$ cat src/rtl/coeff_table_loader_if.sv
// Bundles the load stream, read port and status of coeff_table_loader.
// The master side drives the stream and read address; the slave side is the table itself.
interface coeff_table_loader_if #(
  parameter int DATA_W = 32
);
  logic              start;
  logic              s_valid;
  logic [DATA_W-1:0] s_data;
  logic              s_ready;
  logic [5:0]        rd_addr;
  logic [DATA_W-1:0] rd_data;
  logic              busy;
  logic              done;
  logic              table_valid;
  logic              chk_err;

  modport master (
    output start, s_valid, s_data, rd_addr,
    input  s_ready, rd_data, busy, done, table_valid, chk_err
  );

  modport slave (
    input  start, s_valid, s_data, rd_addr,
    output s_ready, rd_data, busy, done, table_valid, chk_err
  );
endinterface

$ cat src/rtl/coeff_table_loader.sv
// Stream-loaded coefficient register file with a combinational read port for the evaluator.
// Define COEFF_CHECKSUM_EN to require a trailing sum word before the table is marked valid.
module coeff_table_loader #(
  parameter int DEPTH  = 16,
  parameter int DATA_W = 32
) (
  input logic                 clk,
  input logic                 rst,
  coeff_table_loader_if.slave bus
);
  localparam int               PTR_W      = $clog2(DEPTH);
  localparam logic [PTR_W-1:0] LAST_PTR   = PTR_W'(DEPTH - 1);
  localparam logic [5:0]       DEPTH_ADDR = 6'(DEPTH);

`ifdef COEFF_CHECKSUM_EN
  typedef enum logic [1:0] {ST_IDLE = 2'd0, ST_LOAD = 2'd1, ST_CHECK = 2'd2} state_t;

  function automatic logic [DATA_W-1:0] f_sum_add(input logic [DATA_W-1:0] acc,
                                                  input logic [DATA_W-1:0] word);
    f_sum_add = acc + word;
  endfunction
`else
  typedef enum logic [1:0] {ST_IDLE = 2'd0, ST_LOAD = 2'd1} state_t;
`endif

  state_t            r_state;
  state_t            w_next_state;
  logic [PTR_W-1:0]  r_wr_ptr;
  logic [DATA_W-1:0] r_mem [DEPTH];
  logic              r_done;
  logic              r_table_valid;
  logic              w_s_ready;
  logic              w_load_wr;
  logic [DATA_W-1:0] w_rd_data;
`ifdef COEFF_CHECKSUM_EN
  logic              w_check_wr;
  logic              r_chk_err;
  logic [DATA_W-1:0] r_sum;
`else
  logic              w_last_wr;
`endif

  // s_ready/busy depend on registered state only, never on s_valid
  assign w_s_ready = (r_state != ST_IDLE);

  // Next-state decode; start always wins over a same-cycle handshake
  always_comb begin
    w_next_state = r_state;
    w_load_wr    = 1'b0;
`ifdef COEFF_CHECKSUM_EN
    w_check_wr   = 1'b0;
`else
    w_last_wr    = 1'b0;
`endif
    case (r_state)
      ST_IDLE: begin
        if (bus.start) w_next_state = ST_LOAD;
        else           w_next_state = ST_IDLE;
      end
      ST_LOAD: begin
        if (bus.start) begin
          w_next_state = ST_LOAD;
        end else if (bus.s_valid) begin
          w_load_wr = 1'b1;
          if (r_wr_ptr == LAST_PTR) begin
`ifdef COEFF_CHECKSUM_EN
            w_next_state = ST_CHECK;
`else
            w_last_wr    = 1'b1;
            w_next_state = ST_IDLE;
`endif
          end else begin
            w_next_state = ST_LOAD;
          end
        end else begin
          w_next_state = ST_LOAD;
        end
      end
`ifdef COEFF_CHECKSUM_EN
      ST_CHECK: begin
        if (bus.start) begin
          w_next_state = ST_LOAD;
        end else if (bus.s_valid) begin
          w_check_wr   = 1'b1;
          w_next_state = ST_IDLE;
        end else begin
          w_next_state = ST_CHECK;
        end
      end
`endif
      default: w_next_state = ST_IDLE;
    endcase
  end

  // State register
  always_ff @(posedge clk or posedge rst) begin
    if (rst) r_state <= ST_IDLE;
    else     r_state <= w_next_state;
  end

  // Write pointer: cleared on every start, advanced per accepted coefficient
  always_ff @(posedge clk or posedge rst) begin
    if (rst)            r_wr_ptr <= {PTR_W{1'b0}};
    else if (bus.start) r_wr_ptr <= {PTR_W{1'b0}};
    else if (w_load_wr) r_wr_ptr <= r_wr_ptr + PTR_W'(1);
  end

  // Coefficient storage
  always_ff @(posedge clk or posedge rst) begin
    if (rst) begin
      for (int i = 0; i < DEPTH; i++) r_mem[i] <= {DATA_W{1'b0}};
    end else if (w_load_wr) begin
      r_mem[r_wr_ptr] <= bus.s_data;
    end
  end

  // Completion pulse and table status
  always_ff @(posedge clk or posedge rst) begin
    if (rst) begin
      r_done        <= 1'b0;
      r_table_valid <= 1'b0;
`ifdef COEFF_CHECKSUM_EN
      r_chk_err     <= 1'b0;
      r_sum         <= {DATA_W{1'b0}};
`endif
    end else begin
`ifdef COEFF_CHECKSUM_EN
      r_done <= w_check_wr;
      if (bus.start) begin
        r_table_valid <= 1'b0;
        r_chk_err     <= 1'b0;
        r_sum         <= {DATA_W{1'b0}};
      end else begin
        if (w_load_wr) r_sum <= f_sum_add(r_sum, bus.s_data);
        if (w_check_wr) begin
          if (bus.s_data == r_sum) r_table_valid <= 1'b1;
          else                     r_chk_err     <= 1'b1;
        end
      end
`else
      r_done <= w_last_wr;
      if (bus.start)      r_table_valid <= 1'b0;
      else if (w_last_wr) r_table_valid <= 1'b1;
`endif
    end
  end

  // Combinational read; addresses beyond the table read as zero
  always_comb begin
    if (bus.rd_addr < DEPTH_ADDR) w_rd_data = r_mem[bus.rd_addr[PTR_W-1:0]];
    else                          w_rd_data = {DATA_W{1'b0}};
  end

  assign bus.s_ready     = w_s_ready;
  assign bus.busy        = w_s_ready;
  assign bus.done        = r_done;
  assign bus.table_valid = r_table_valid;
  assign bus.rd_data     = w_rd_data;
`ifdef COEFF_CHECKSUM_EN
  assign bus.chk_err     = r_chk_err;
`else
  assign bus.chk_err     = 1'b0;
`endif
endmodule

$ cat src/flat_wrapper.sv
// flat-port wrapper written by rule: the top's interface ports become plain ports
module coeff_table_loader_flat 
#(
  parameter int DEPTH  = 16,
  parameter int DATA_W = 32
)
  (clk, rst, bus_start, bus_s_valid, bus_s_data, bus_rd_addr, bus_s_ready, bus_rd_data, bus_busy, bus_done, bus_table_valid, bus_chk_err);
  coeff_table_loader_if #(.DATA_W(DATA_W)) bus_i ();
  input logic clk;
  input logic rst;
  input wire logic [$bits(bus_i.start)-1:0] bus_start;
  input wire logic [$bits(bus_i.s_valid)-1:0] bus_s_valid;
  input wire logic [$bits(bus_i.s_data)-1:0] bus_s_data;
  input wire logic [$bits(bus_i.rd_addr)-1:0] bus_rd_addr;
  output wire logic [$bits(bus_i.s_ready)-1:0] bus_s_ready;
  output wire logic [$bits(bus_i.rd_data)-1:0] bus_rd_data;
  output wire logic [$bits(bus_i.busy)-1:0] bus_busy;
  output wire logic [$bits(bus_i.done)-1:0] bus_done;
  output wire logic [$bits(bus_i.table_valid)-1:0] bus_table_valid;
  output wire logic [$bits(bus_i.chk_err)-1:0] bus_chk_err;
  assign bus_i.start = bus_start;
  assign bus_i.s_valid = bus_s_valid;
  assign bus_i.s_data = bus_s_data;
  assign bus_i.rd_addr = bus_rd_addr;
  assign bus_s_ready = bus_i.s_ready;
  assign bus_rd_data = bus_i.rd_data;
  assign bus_busy = bus_i.busy;
  assign bus_done = bus_i.done;
  assign bus_table_valid = bus_i.table_valid;
  assign bus_chk_err = bus_i.chk_err;
  coeff_table_loader #(.DEPTH(DEPTH), .DATA_W(DATA_W)) u_core (.clk(clk), .rst(rst), .bus(bus_i));
endmodule
$ cat config.mk
export PLATFORM = sky130hd
export DESIGN_NAME = coeff_table_loader_flat
export DESIGN_NICKNAME = d
export VERILOG_FILES = /design/src/rtl/coeff_table_loader_if.sv /design/src/rtl/coeff_table_loader.sv /design/src/flat_wrapper.sv
export SDC_FILE = /design/constraint.sdc
export NUM_CORES = 1
export LEC_CHECK = 0
export CAP_MARGIN = 20
export CORE_ASPECT_RATIO = 0.75
export CORE_UTILIZATION = 35
export DETAILED_ROUTE_END_ITERATION = 16
export GPL_ROUTABILITY_DRIVEN = 0
export SYNTH_ARGS = -nofsm -noshare
export SYNTH_HDL_FRONTEND = slang
export SYNTH_SLANG_ARGS = --single-unit
$ cat constraint.sdc
create_clock -name clk -period 27.1 [get_ports clk]
set_input_delay 2.71 -clock clk [delete_from_list [all_inputs] [get_ports clk]]
set_output_delay 2.71 -clock clk [all_outputs]
set_load 0.1 [all_outputs]
==> results of run 1 <==
logic make-up after synthesis:
| kind of cell | share of synthesized area |
|---|---|
| compound gates | 0.0357 |
| xor+xnor | 0.000736 |
| fa+ha+maj | 0.00210 |
| buf+inv | 0.0337 |
| flops | 0.546 |
| mux | 0.353 |
| other cells | 0.000158 |
| simple gates | 0.0285 |
registers in the layout, indices dropped and copies added, names as in the netlist:
register and cells:
u_core.bus.done 1, u_core.r_state 1, u_core.bus.table_valid 1, u_core.r_mem 512, u_core.r_wr_ptr 4
layout make-up:
class	count	area share
sequential	519	0.480
tap	882	0.0408
clock buffer	77	0.0556
clock inverter	19	0.00865
timing repair buffer	109	0.0389
multi-input combinational	997	0.375
inverter	3	0.000694
antenna	1	0.0000925
report_power, final:
part | switching [mW] | internal (mW) | total (mW)
clock | 0.312 | 0.424 | 0.736
sequential | 0.0286 | 0.834 | 0.863
combinational | 0.103 | 0.0912 | 0.195
final timing paths:
check | start | slack (ns) | endpoint | cells past startpoint
max | bus_rd_addr[2] | 18.04 | bus_rd_data[30] | 8
min | u_core.bus.table_valid$_DFFE_PP0P_ | 0.50 | u_core.bus.table_valid$_DFFE_PP0P_ | 2
max reg2reg | u_core.r_wr_ptr[0]$_DFFE_PP0P_ | 24.22 | u_core.r_mem[317]$_DFFE_PP0P_ | 6
min reg2reg | u_core.bus.table_valid$_DFFE_PP0P_ | 0.50 | u_core.bus.table_valid$_DFFE_PP0P_ | 2
max in group asynchronous | rst | 21.58 | u_core.r_mem[178]$_DFFE_PP0P_ | 5
min in group asynchronous | rst | 2.64 | u_core.bus.done$_DFF_PP0_ | 2
cell usage after synthesis, drive strengths merged, types with 2 or more instances:
cell	number	area (um2)
dfrtp	519	13000
mux2	512	5770
mux2i	192	1920
a22oi	96	721
buf	87	576
clkbuf	57	214
nand3	54	270
nand2	37	139
mux4	32	721
nand2b	20	125
nor2	20	77.6
o211ai	15	113
ha	4	50.1
inv	3	11.3
a21oi	2	10.0
nand4b	2	17.5
nor2b	2	12.5
routing by layer:
layer,part of all wire,track usage,up-vias
li1,-,-,6115
met2,0.47,0.284,260
met3,0.039,0.0267,100
met1,0.47,0.256,7536
met4,0.023,0.0488,2
met5,0.00021,0,-
worst max-delay path, stage by stage:
cell and delay (ns):
buf_2 0.08, buf_4 0.60, nor2b_4 0.76, buf_4 0.71, a22oi_1 0.21, nand3_1 0.14, nand2_1 0.09, clkdlybuf4s50_1 0.97
through the flow:
step	util	area [um2]	cells	hold slack, ns	worst slack (ns)
3_3_place_gp	0.377	25300	2508	0.472	18.04
3_5_place_dp	0.377	25300	2508	0.488	18.03
2_1_floorplan	-	23800	1663	0.459	9.89
4_1_cts	0.403	27000	2604	0.502	18.03
5_1_grt	0.404	27100	2607	0.512	17.93
6_report	0.404	27100	2607	0.499	18.04
==> flow_summary.toml, run 1 <==
[status]
status = "finished clean"

[clock_tree]
cts_tree = "yes"
cts_hold_buf = 0
cts_resized = 0
cts_setup_buffers = 0
clock-sinks = 519
cts_buffer_depth = 3
h-tree-depth = 2
worstSkewPairLatency_ns = 0.61
clockRootBuffer = "clkbuf_16"
clk_pin_slew_ns = 0.06
cts_buffers = 52

[yosys]
synthArstFlopShare = 1.00
synth-seq-cells = 519
syn_area_per_cell_um2 = 14.3
yosysWarnings = 0
synth-seq-area-share = 0.546
ys.flop_type = "dfrtp_1"
synth_fp_nets = 1709
yosys.cell_types.count = 31
postSynthCellCount = 1663
syn_area_um2 = 23800
synth_edf_count = 0

[critical_path]
worst_ep_required_time_ns = 24.39
worstSetupPathType = "input port to primary output"
cp_data_arrival_time_ns = 6.35
crit_path_start_kind = "input port"
endpoint_kind = "primary output"
critPathMaxFanout = 45

[routing]
vias = 14013
post_drt_via_cell_ratio = 5.38
first_iter_violations = 923
drt-total-wl_mm = 61.0
drc = 0
drt_pass1_iterations = 4
ant_nets = 0
wl_per_cell_um = 23.4

[job]
max-cap-violations = 0

[floorplanning]
pin_count = 79
rows = 82
fp.dieW_um = 303
die_y_um = 228
dieArea_um2 = 69000
core_um2 = 67000
initial_core_util = 0.355

[sta]
setup_viol = 0
worst_slew_pin_slew_ns = 1.02
slew_violations = 0
final-hold-violation-count = 0
slew_headroom = 0.316
period_minus_slack_ns = 9.06
max_freq_mhz = 110
worst_clock_skew_ns = 0.0250
setup_tns_ns = 0
period_share = 0.334
rsz0062_at_grt = "no"

[global_route]
antenna_found_initial = 2
grt_pass1_wl_mm = 94.5
grt_max_degree = 169
grt_pass1_vias = 14987
overflow = 0
grt_use_total = 0.180

[power_and_ir_drop]
leakage_nw = 13.0
power_density_nw_per_um2 = 66.3
p_total_mw = 1.79
vdd_drop_max_mv = 0.0409

[layout]
finalNetCount = 1728
most-common-layout-cells = "dfrtp_1, mux2_2, mux2i_1, a22oi_1, clkdlybuf4s50_1"
multiInputGateArea_um2 = 10100
layout-drive-gt1-share = 0.397
syn_to_final_growth_pct = 13.7
layout_commonest_cell = "dfrtp_1"
regArea_um2 = 13000
fillers = 6184

[place]
portBuffers = 77
dp_hpwl_mm = 32.9

[worst_hold_path]
worst_hold_path_type = "flip-flop to flip-flop"
(Power assumes the default switching activity.)
==> run 2, diff against run 1 <==
- clock period: 27.1 -> 9.1 ns (I/O delays scaled with it)
==> run 2 against run 1 <==
Against the previous run: sequential share of layout area is essentially flat; wire length shrank 0.49%; largest cell class unchanged; clock power grew to 2.9 times the previous value; largest power group unchanged; cell count shrank 0.12%; design area is essentially flat; register-to-register slack lost 18 ns; die area is the same; worst hold slack gained 0.0025 ns; total power grew to 3.0 times the previous value; clock-buffer cell count grew 3; worst setup slack lost 15 ns.
==> flow_summary.toml, run 2 (same netlist as run 1, synthesis figures left out) <==
[critical_path]
rr_startpoint = "u_core.r_wr_ptr[0]$_DFFE_PP0P_"
r2r_slack_ns = 6.13
cp_data_arrival_time_ns = 4.67
crit_path_top_delay_cell = "clkdlybuf4s50_1"
r2r_cells = 6
crit_chain = "buf_2 > buf_4 > nor2b_4 > buf_4 > a22oi_1 > o211ai_1 > nand2_1 > clkdlybuf4s50_1"
cp_num_buf_inv = 4
worstSetupPathType = "input port to primary output"
endpoint_kind = "primary output"
regToRegEndpoint = "u_core.r_mem[191]$_DFFE_PP0P_"
worst_ep_required_time_ns = 8.19
crit_path_start_kind = "input port"
crit_top_cell = "buf_4"
cp_top_family = "buffers and inverters"
critPathMaxStageDelay_ns = 1.00
critPathMaxFanout = 37

[power_and_ir_drop]
intPower_mw = 4.01
power_density_nw_per_um2 = 196
leakage_nw = 12.9
clkPwrFrac = 0.407
pwr-share-seq = 0.484
sw_frac_of_total = 0.245
combPwrFrac = 0.109
switchingPower_mw = 1.30
vdd_drop_max_mv = 0.125

[clock_tree]
worstSkewPairLatency_ns = 0.60
cts_setup_buffers = 0
cts_resized = 0
h-tree-depth = 2
cts_buffer_depth = 3
clockRootBuffer = "clkbuf_16"
cts_tree = "yes"
clock-sinks = 519
cts_hold_buf = 0
cts_buffers = 54
clk_pin_slew_ns = 0.06

[layout]
layout-drive-gt1-share = 0.399
fin_cells = 2604
diodes = 0
largest_reg_flops = 512
stdcell_area_um2 = 27000
regArea_um2 = 13000
layout_commonest_cell = "dfrtp_1"
top_register = "u_core.r_mem"
fin_util = 0.404
reg_top3 = "u_core.r_mem (512), u_core.r_wr_ptr (4)"
multiInputGateArea_um2 = 10100
most-common-layout-cells = "dfrtp_1, mux2_2, mux2i_1, a22oi_1, clkdlybuf4s50_1"
fillers = 6136
syn_to_final_growth_pct = 13.7
finalNetCount = 1729

[status]
status = "finished clean"

[routing]
drt-total-wl_mm = 60.7
drc = 0
ant_nets = 0
first_iter_violations = 957
post_drt_via_cell_ratio = 5.37
drt_pass1_iterations = 5
vias = 13987
wl_per_cell_um = 23.3

[sta]
period_share = 0.614
worst_clock_skew_ns = 0.0215
period_minus_slack_ns = 5.58
worst_slew_pin_slew_ns = 1.12
slew_violations = 0
setup_viol = 0
max_freq_mhz = 179
rsz0062_at_grt = "no"
slew_headroom = 0.255
final-hold-violation-count = 0
setup_tns_ns = 0

[floorplanning]
pin_count = 79
dieArea_um2 = 69000
fp.dieW_um = 303
core_um2 = 67000
rows = 82
initial_core_util = 0.355
die_y_um = 228

[global_route]
grt_use_total = 0.179
grt_max_degree = 195
antenna_found_initial = 0
grt_pass1_vias = 15033
grt_pass1_wl_mm = 94.8
overflow = 0

[worst_hold_path]
whs_path_depth = 1
min_from = "u_core.r_mem[438]$_DFFE_PP0P_"
whs_endpoint = "u_core.r_mem[438]$_DFFE_PP0P_"
worst_hold_path_type = "flip-flop to flip-flop"

[place]
portBuffers = 77
dp_hpwl_mm = 33.8
dp.cells = 2508
postPlaceCellArea_um2 = 25300

[job]
max-cap-violations = 0
==> run 2: routing by layer <==
metal,share of wire,up-vias,GRT usage
met5,0,-,0
met4,0.018,0,0.0419
met3,0.040,82,0.0260
met2,0.46,244,0.274
met1,0.48,7554,0.266
li1,-,6107,-
==> run 2: power groups by stage <==
stage | logic (mW) | clock network (mW) | registers [mW]
after global routing | 0.627 | 2.33 | 2.59
after floorplan | 0.445 | 0 | 2.59
final | 0.577 | 2.16 | 2.57
after CTS | 0.584 | 2.23 | 2.57
after detailed placement | 0.582 | 0 | 2.61
after global placement | 0.567 | 0 | 2.60
==> run 2: metrics by stage <==
stage,worst slack (ns),power [mW],hold WS (ns)
after floorplan,1.14,3.03,0.459
after global placement,3.59,3.16,0.470
after detailed placement,3.56,3.19,0.487
after CTS,3.56,5.38,0.501
after global routing,3.40,5.54,0.508
final,3.52,5.31,0.502
==> run 2: layout make-up <==
| cell class | instances | area share |
|---|---|---|
| sequential | 519 | 0.480 |
| multi-input combinational | 997 | 0.375 |
| clock buffer | 80 | 0.0599 |
| tap | 882 | 0.0408 |
| timing repair buffer | 108 | 0.0391 |
| clock inverter | 15 | 0.00435 |
| inverter | 3 | 0.000555 |
==> run 2: how the worst max path moves through the flow <==
stage,cells after the start,end,from
2_1_floorplan,1,u_core.bus.done$_DFF_PP0_,rst
3_3_place_gp,8,bus_rd_data[28],bus_rd_addr[2]
3_5_place_dp,8,bus_rd_data[6],bus_rd_addr[2]
4_1_cts,8,bus_rd_data[6],bus_rd_addr[2]
5_1_grt,8,bus_rd_data[28],bus_rd_addr[2]
6_report,8,bus_rd_data[6],bus_rd_addr[2]
==> run 2: worst reg2reg max path, cell delays in order (launching register included) <==
cell      delay, ns
dfrtp_1        0.42
inv_1          0.14
ha_1           0.17
nand4b_1       0.38
nor2_4         0.83
buf_4          0.51
mux2_2         0.41
